<file path="config.mk">
export PLATFORM = sky130hd
export DESIGN_NAME = sevseg_fx_sequencer
export DESIGN_NICKNAME = d
export VERILOG_FILES = /design/src/rtl/sevseg_fx_pkg.sv /design/src/rtl/sevseg_prescaler.sv /design/src/rtl/sevseg_fx_sequencer.sv
export SDC_FILE = /design/constraint.sdc
export NUM_CORES = 1
export LEC_CHECK = 0
export CAP_MARGIN = 20
export CORE_MARGIN = 1.5
export CORE_UTILIZATION = 30
export CTS_BUF_LIST = sky130_fd_sc_hd__clkbuf_2 sky130_fd_sc_hd__clkbuf_4 sky130_fd_sc_hd__clkbuf_8
export DETAILED_ROUTE_END_ITERATION = 16
export PLACE_DENSITY = 0.51
export SETUP_SLACK_MARGIN = 0.1
export SKIP_CTS_REPAIR_TIMING = 1
export SLEW_MARGIN = 20
export SYNTH_ARGS = -nofsm -noshare
export SYNTH_HDL_FRONTEND = slang
export SYNTH_SLANG_ARGS = --single-unit
</file>
<file path="constraint.sdc">
create_clock -name i_clk -period 3.75 [get_ports i_clk]
set_clock_uncertainty 0.2 [all_clocks]
set_input_delay 0.75 -clock i_clk [delete_from_list [all_inputs] [get_ports i_clk]]
set_output_delay 0.75 -clock i_clk [all_outputs]
set_load 0.01 [all_outputs]
</file>
<file path="src/rtl/sevseg_fx_pkg.sv">
// Shared encodings for the seven-segment effect sequencer.
package sevseg_fx_pkg;

  // Last step index; every animation sequence is COUNT_MAX+1 steps long.
  localparam int COUNT_MAX = 7;

  typedef enum logic [1:0] {
    MODE_CW0  = 2'd0,
    MODE_CCW0 = 2'd1,
    MODE_CW1  = 2'd2,
    MODE_CCW1 = 2'd3
  } mode_t;

  typedef enum logic [1:0] {
    IDLE  = 2'd0,
    RUN   = 2'd1,
    DRAIN = 2'd2
  } state_t;

endpackage

</file>
<file path="src/rtl/sevseg_prescaler.sv">
// Programmable animation-rate prescaler: emits one step every 2^(PRESCALE_W-7+i_speed) enabled cycles.
module sevseg_prescaler #(
  parameter int PRESCALE_W = 16
) (
  input  logic       i_clk,
  input  logic       i_rst_n,
  input  logic       enable,
  input  logic       clear,
  input  logic [2:0] i_speed,
  output logic       step
);

  logic [PRESCALE_W-1:0] cnt;

  // Terminal value 2^(PRESCALE_W-7+spd)-1; for spd = 7 this is all ones, so it always fits.
  function automatic logic [PRESCALE_W-1:0] terminal(input logic [2:0] spd);
    logic [PRESCALE_W:0] one_hot;
    int                  sh;
    sh          = PRESCALE_W - 7 + int'(spd);
    one_hot     = '0;
    one_hot[sh] = 1'b1;
    return PRESCALE_W'(one_hot - 1'b1);
  endfunction

  // Compare is ">=" against a live speed, so a lowered speed fires on the next cycle.
  assign step = enable && (cnt >= terminal(i_speed));

  // Period counter: cleared on run entry, free-running while enabled, held otherwise.
  always_ff @(posedge i_clk or negedge i_rst_n) begin
    if (!i_rst_n) begin
      cnt <= '0;
    end else if (clear) begin
      cnt <= '0;
    end else if (enable) begin
      cnt <= step ? '0 : cnt + PRESCALE_W'(1);
    end
  end

endmodule

</file>
<file path="src/rtl/sevseg_fx_sequencer.sv">
// Step-index sequencer and pattern scheduler for the seven-segment effect decoders.
// Pattern and stop requests are honoured only at sequence wrap, never mid-animation.
module sevseg_fx_sequencer
  import sevseg_fx_pkg::*;
#(
  parameter int PRESCALE_W = 16,
  parameter int COUNT_MAX  = 7
) (
  input  logic       i_clk,
  input  logic       i_rst_n,
  input  logic       i_run,
  input  logic [1:0] i_mode,
  input  logic [2:0] i_speed,
  input  logic       i_step,
  output logic [2:0] o_count,
  output logic [1:0] o_sel,
  output logic       o_tick,
  output logic       o_wrap,
  output logic       o_active
);

  state_t state;
  state_t state_next;
  logic   step;
  logic   presc_en;
  logic   presc_clr;
  logic   man_step;
  logic   advance;
  logic   at_max;

  assign at_max    = (o_count == 3'(COUNT_MAX));
  assign presc_en  = (state != IDLE);
  // Entering RUN restarts the period so the first step is a full period away.
  assign presc_clr = (state == IDLE) && i_run;
  // A run request in the same cycle wins over a manual step.
  assign man_step  = (state == IDLE) && i_step && !i_run;
  assign advance   = step || man_step;

  sevseg_prescaler #(
    .PRESCALE_W(PRESCALE_W)
  ) u_prescaler (
    .i_clk   (i_clk),
    .i_rst_n (i_rst_n),
    .enable  (presc_en),
    .clear   (presc_clr),
    .i_speed (i_speed),
    .step    (step)
  );

  // Next-state logic: DRAIN finishes only on the step that wraps the count.
  always_comb begin
    state_next = state;
    case (state)
      IDLE:    if (i_run) state_next = RUN;
      RUN:     if (!i_run) state_next = DRAIN;
      DRAIN: begin
        if (i_run) begin
          state_next = RUN;
        end else if (step && at_max) begin
          state_next = IDLE;
        end
      end
      default: state_next = IDLE;
    endcase
  end

  // State register.
  always_ff @(posedge i_clk or negedge i_rst_n) begin
    if (!i_rst_n) begin
      state <= IDLE;
    end else begin
      state <= state_next;
    end
  end

  // Registered outputs: step counter, select latch and status pulses.
  always_ff @(posedge i_clk or negedge i_rst_n) begin
    if (!i_rst_n) begin
      o_count  <= '0;
      o_sel    <= '0;
      o_tick   <= 1'b0;
      o_wrap   <= 1'b0;
      o_active <= 1'b0;
    end else begin
      o_tick   <= advance;
      o_wrap   <= advance && at_max;
      o_active <= (state_next != IDLE);
      if (advance) begin
        o_count <= at_max ? 3'd0 : o_count + 3'd1;
      end
      // Manual steps never reload the select; only run entry and timed wraps do.
      if (presc_clr || (step && at_max)) begin
        o_sel <= i_mode;
      end
    end
  end

endmodule

</file>
==> results of run 1 <==
metal layers:
layer  global-route usage  routed length [um]  up-vias
li1                     -                   -      985
met4               0.0390                  86        0
met1                0.214                2790      920
met3               0.0152                 176        8
met2                0.236                2420       42
met5                    0                   0        -
area by class of cell:
class	instances	share of cell area
flip-flops and latches	26	0.224
clock inverters	1	0.0103
inverters	9	0.0125
multi-input cells	195	0.539
well taps	96	0.0413
clock buffers	3	0.0142
repair buffers	49	0.159
where the power goes:
part           leakage [uW]  internal [uW]  switching, uW
clock             0.0000357            143           99.3
combinational      0.000882            184            171
sequential         0.000348            317           46.2
flip-flops by register name, indices dropped and copies added, names as in the netlist:
signal and cells:
o_tick 1, o_active 1, o_sel 2, o_count 3, state 2, o_wrap 1
u_prescaler.cnt 16
cell usage in the layout, fill, tap and decap left out, types with 2 or more instances in the layout:
cell and instances:
nand3_1 11, o21ai_1 3, clkbuf_8 3, o21ai_0 4, a21oi_2 2, o31ai_4 3, nor2b_1 3, a31o_2 2
nor3b_1 2, nor4_2 3, or2_1 2, nand2_2 3, nor2_1 18, xor2_1 2, a22o_2 4, nor3_1 12
ha_1 18, buf_4 24, nand4_1 5, mux2_4 3, o21a_1 2, dfrtp_1 26, nand2b_1 2, a41o_1 2
clkdlybuf4s50_1 13, nor3_4 2, o21ai_2 2, a211o_1 2, nand2_1 20, a21oi_1 16, a221o_1 7, nor2_4 3
nor3_2 3, buf_6 9, ha_4 2, and3_1 4, inv_1 7
worst max path at each step:
stage                          start  slack (ns)             endpoint  cells after the start
after floorplan           i_speed[0]        0.29           o_count[0]                     17
after global placement    i_speed[1]       -0.54  u_prescaler.cnt[12]                     17
after detailed placement  i_speed[1]       -0.62           o_count[2]                     17
after CTS                 i_speed[1]       -0.33           o_count[0]                     17
after global routing      i_speed[0]       0.002   u_prescaler.cnt[5]                     19
final                     i_speed[0]        0.15   u_prescaler.cnt[5]                     17
stage by stage:
step | std cells | area, um2
after detailed placement | 370 | 2610
after global routing | 379 | 2910
after global placement | 370 | 2610
after floorplan | 243 | 2240
after CTS | 374 | 2680
final | 379 | 2910
worst register-to-register path: stages (launching register included):
cell and delay, ns:
dfrtp_1 0.46, ha_1 0.35, nand4_1 0.19, nor3_2 0.24
a21boi_4 0.35, clkbuf_16 0.24, o31ai_4 0.07, a22o_2 0.24
cell families after synthesis:
family                   count (synthesis)
flip-flops                              26
other                                    1
AND/OR/NAND/NOR                        104
buffers and inverters                   22
AO/OA/AOI/OAI                           64
XOR/XNOR                                 3
multiplexers                             3
adder cells (fa/ha/maj)                 20
==> metrics.txt, run 1 <==
gp weighted congestion=0.871; VDD IR-drop max=0.197 mV; mean routed wirelength per cell=14.4 um; Synth Area in Adders=0.117; Hold Crit Start=o_sel[1]; # rows=30; post-synthesis async set-or-reset flop share=1.00; clk slew on worst S/H paths=0.10 ns; WHS=0.330 ns; CP startpoint kind=input port; Via density=5.16; total number of vias=1,955; Setup WS post-layout=0.145 ns; simple logic cell fraction of the synthesized area=0.252; slew of the pin with the lowest slew margin=0.690 ns; Worst Hold Endpoint=o_sel[1]; status=complete, no violations; Cell Chain, Critical Path=buf_6, nand2_4, inv_4, ha_4, nor3_4, inv_2, ha_4, nor4_4, a21oi_2, a2bb2oi_2, ha_1, nand4_1, nor3_2, a21boi_4, clkbuf_16, o31ai_4, a22o_2; footprint of the multi-input gates=1570 um2; Root Driver=clkbuf_8; hold crit path type=flip-flop to flip-flop; Worst EP required=3.73 ns; fin crit period=3.60 ns; unrepaired setup endpoints after global routing=yes; Slew headroom=0.537; Buf/Inv on CP=4; drt total wl=5470 um; DRC violations left=0; crit-path leading delay family=compound AO/OA/AOI/OAI gates; first-pass GRT wire length=8940 um; Crit-path slowest cell=a21boi_4; MaxCap Viol Count=0; hold path depth=1; Commonest cells post-synth=dfrtp_1 (26), nand2_1 (22), ha_1 (20), nor2_1 (19), a21oi_1 (18); die width=87.5 um; Buffers on Ports=16; CTS tree=done; Power Density=331 nW/um2; H-Tree Depth=1; gr usage total=0.148; syn nets=272; mux share of post-synthesis cell area=0.0158; Worst EP arrival=3.59 ns; mean post-synth cell area=8.82 um2; xor/xnor share of the synthesized area=0.0123; clock buffer depth=2; ant diodes=0; DRT antenna net count=0; # IOs=17; Syn Inst Count=243; CP Class=input port to flip-flop; area leader, netlist=dfrtp_1; Clock Latency Late Sink=0.28 ns; area growth from synthesis to layout=35.6%; Final period util=0.961; Final Util=0.423; Die H=87.5 um; largest family of logic cells by synthesized area=simple AND/OR/NAND/NOR gates; r2r setup slk=1.31 ns; register area=651 um2; top cells by area, synth=dfrtp_1 (30%), ha_1 (12%), a21oi_1 (4.2%), nand2_1 (3.9%), nor3_1 (3.7%); die area=7660 um2; vias in the first global route=1,871; CP max stage delay=0.35 ns; sequential fraction of the synthesis area=0.304; initial antenna violation count=0; clk sinks=26; top_reg_cell synth=dfrtp_1; HPWL Detailed=3920 um; critical path capture point type=flip-flop; CTS buffer count=3; crit-path max FO=7; share of cells above drive strength 1=0.318; largest net degree at the start of global routing=27; Overall Power=961 uW; count of final hold-check violations=0; Fill cells=699; r2r worst-path depth=7; Overflow after GRT=0; most frequent cell after synthesis=dfrtp_1; EDFF count, synth=0; RR Startpoint=u_prescaler.cnt[13]; Starting DRT DRC Count=91; Nets=313; post-place setup slack=-0.625 ns; critical path's most frequent cell=ha_4; Synth Area in Compound Gates=0.238; synthesis-stage register bit count=26; Final Max Slew Viols=0; Distinct cells, synth=55; Starting Density=0.312; Post-Route Setup TNS=0 ns; leakage dissipation=0.00127 uW; core area=6870 um2; reg2reg end=u_prescaler.cnt[5]; Cell Area, Synth=2140 um2; share of the synthesized area in the top cell type=0.304; YS warnings=0; TritonRoute pass-1 iters=4; Final setup viols=0; max frequency=277 MHz
Note: power is estimated with default switching activity, not from simulation.
==> inputs of run 2 (changes only) <==
SLEW_MARGIN = default   (was 20)
==> results of run 2 <==
No change in the layout: final DEF, timing and power equal those of run 1.
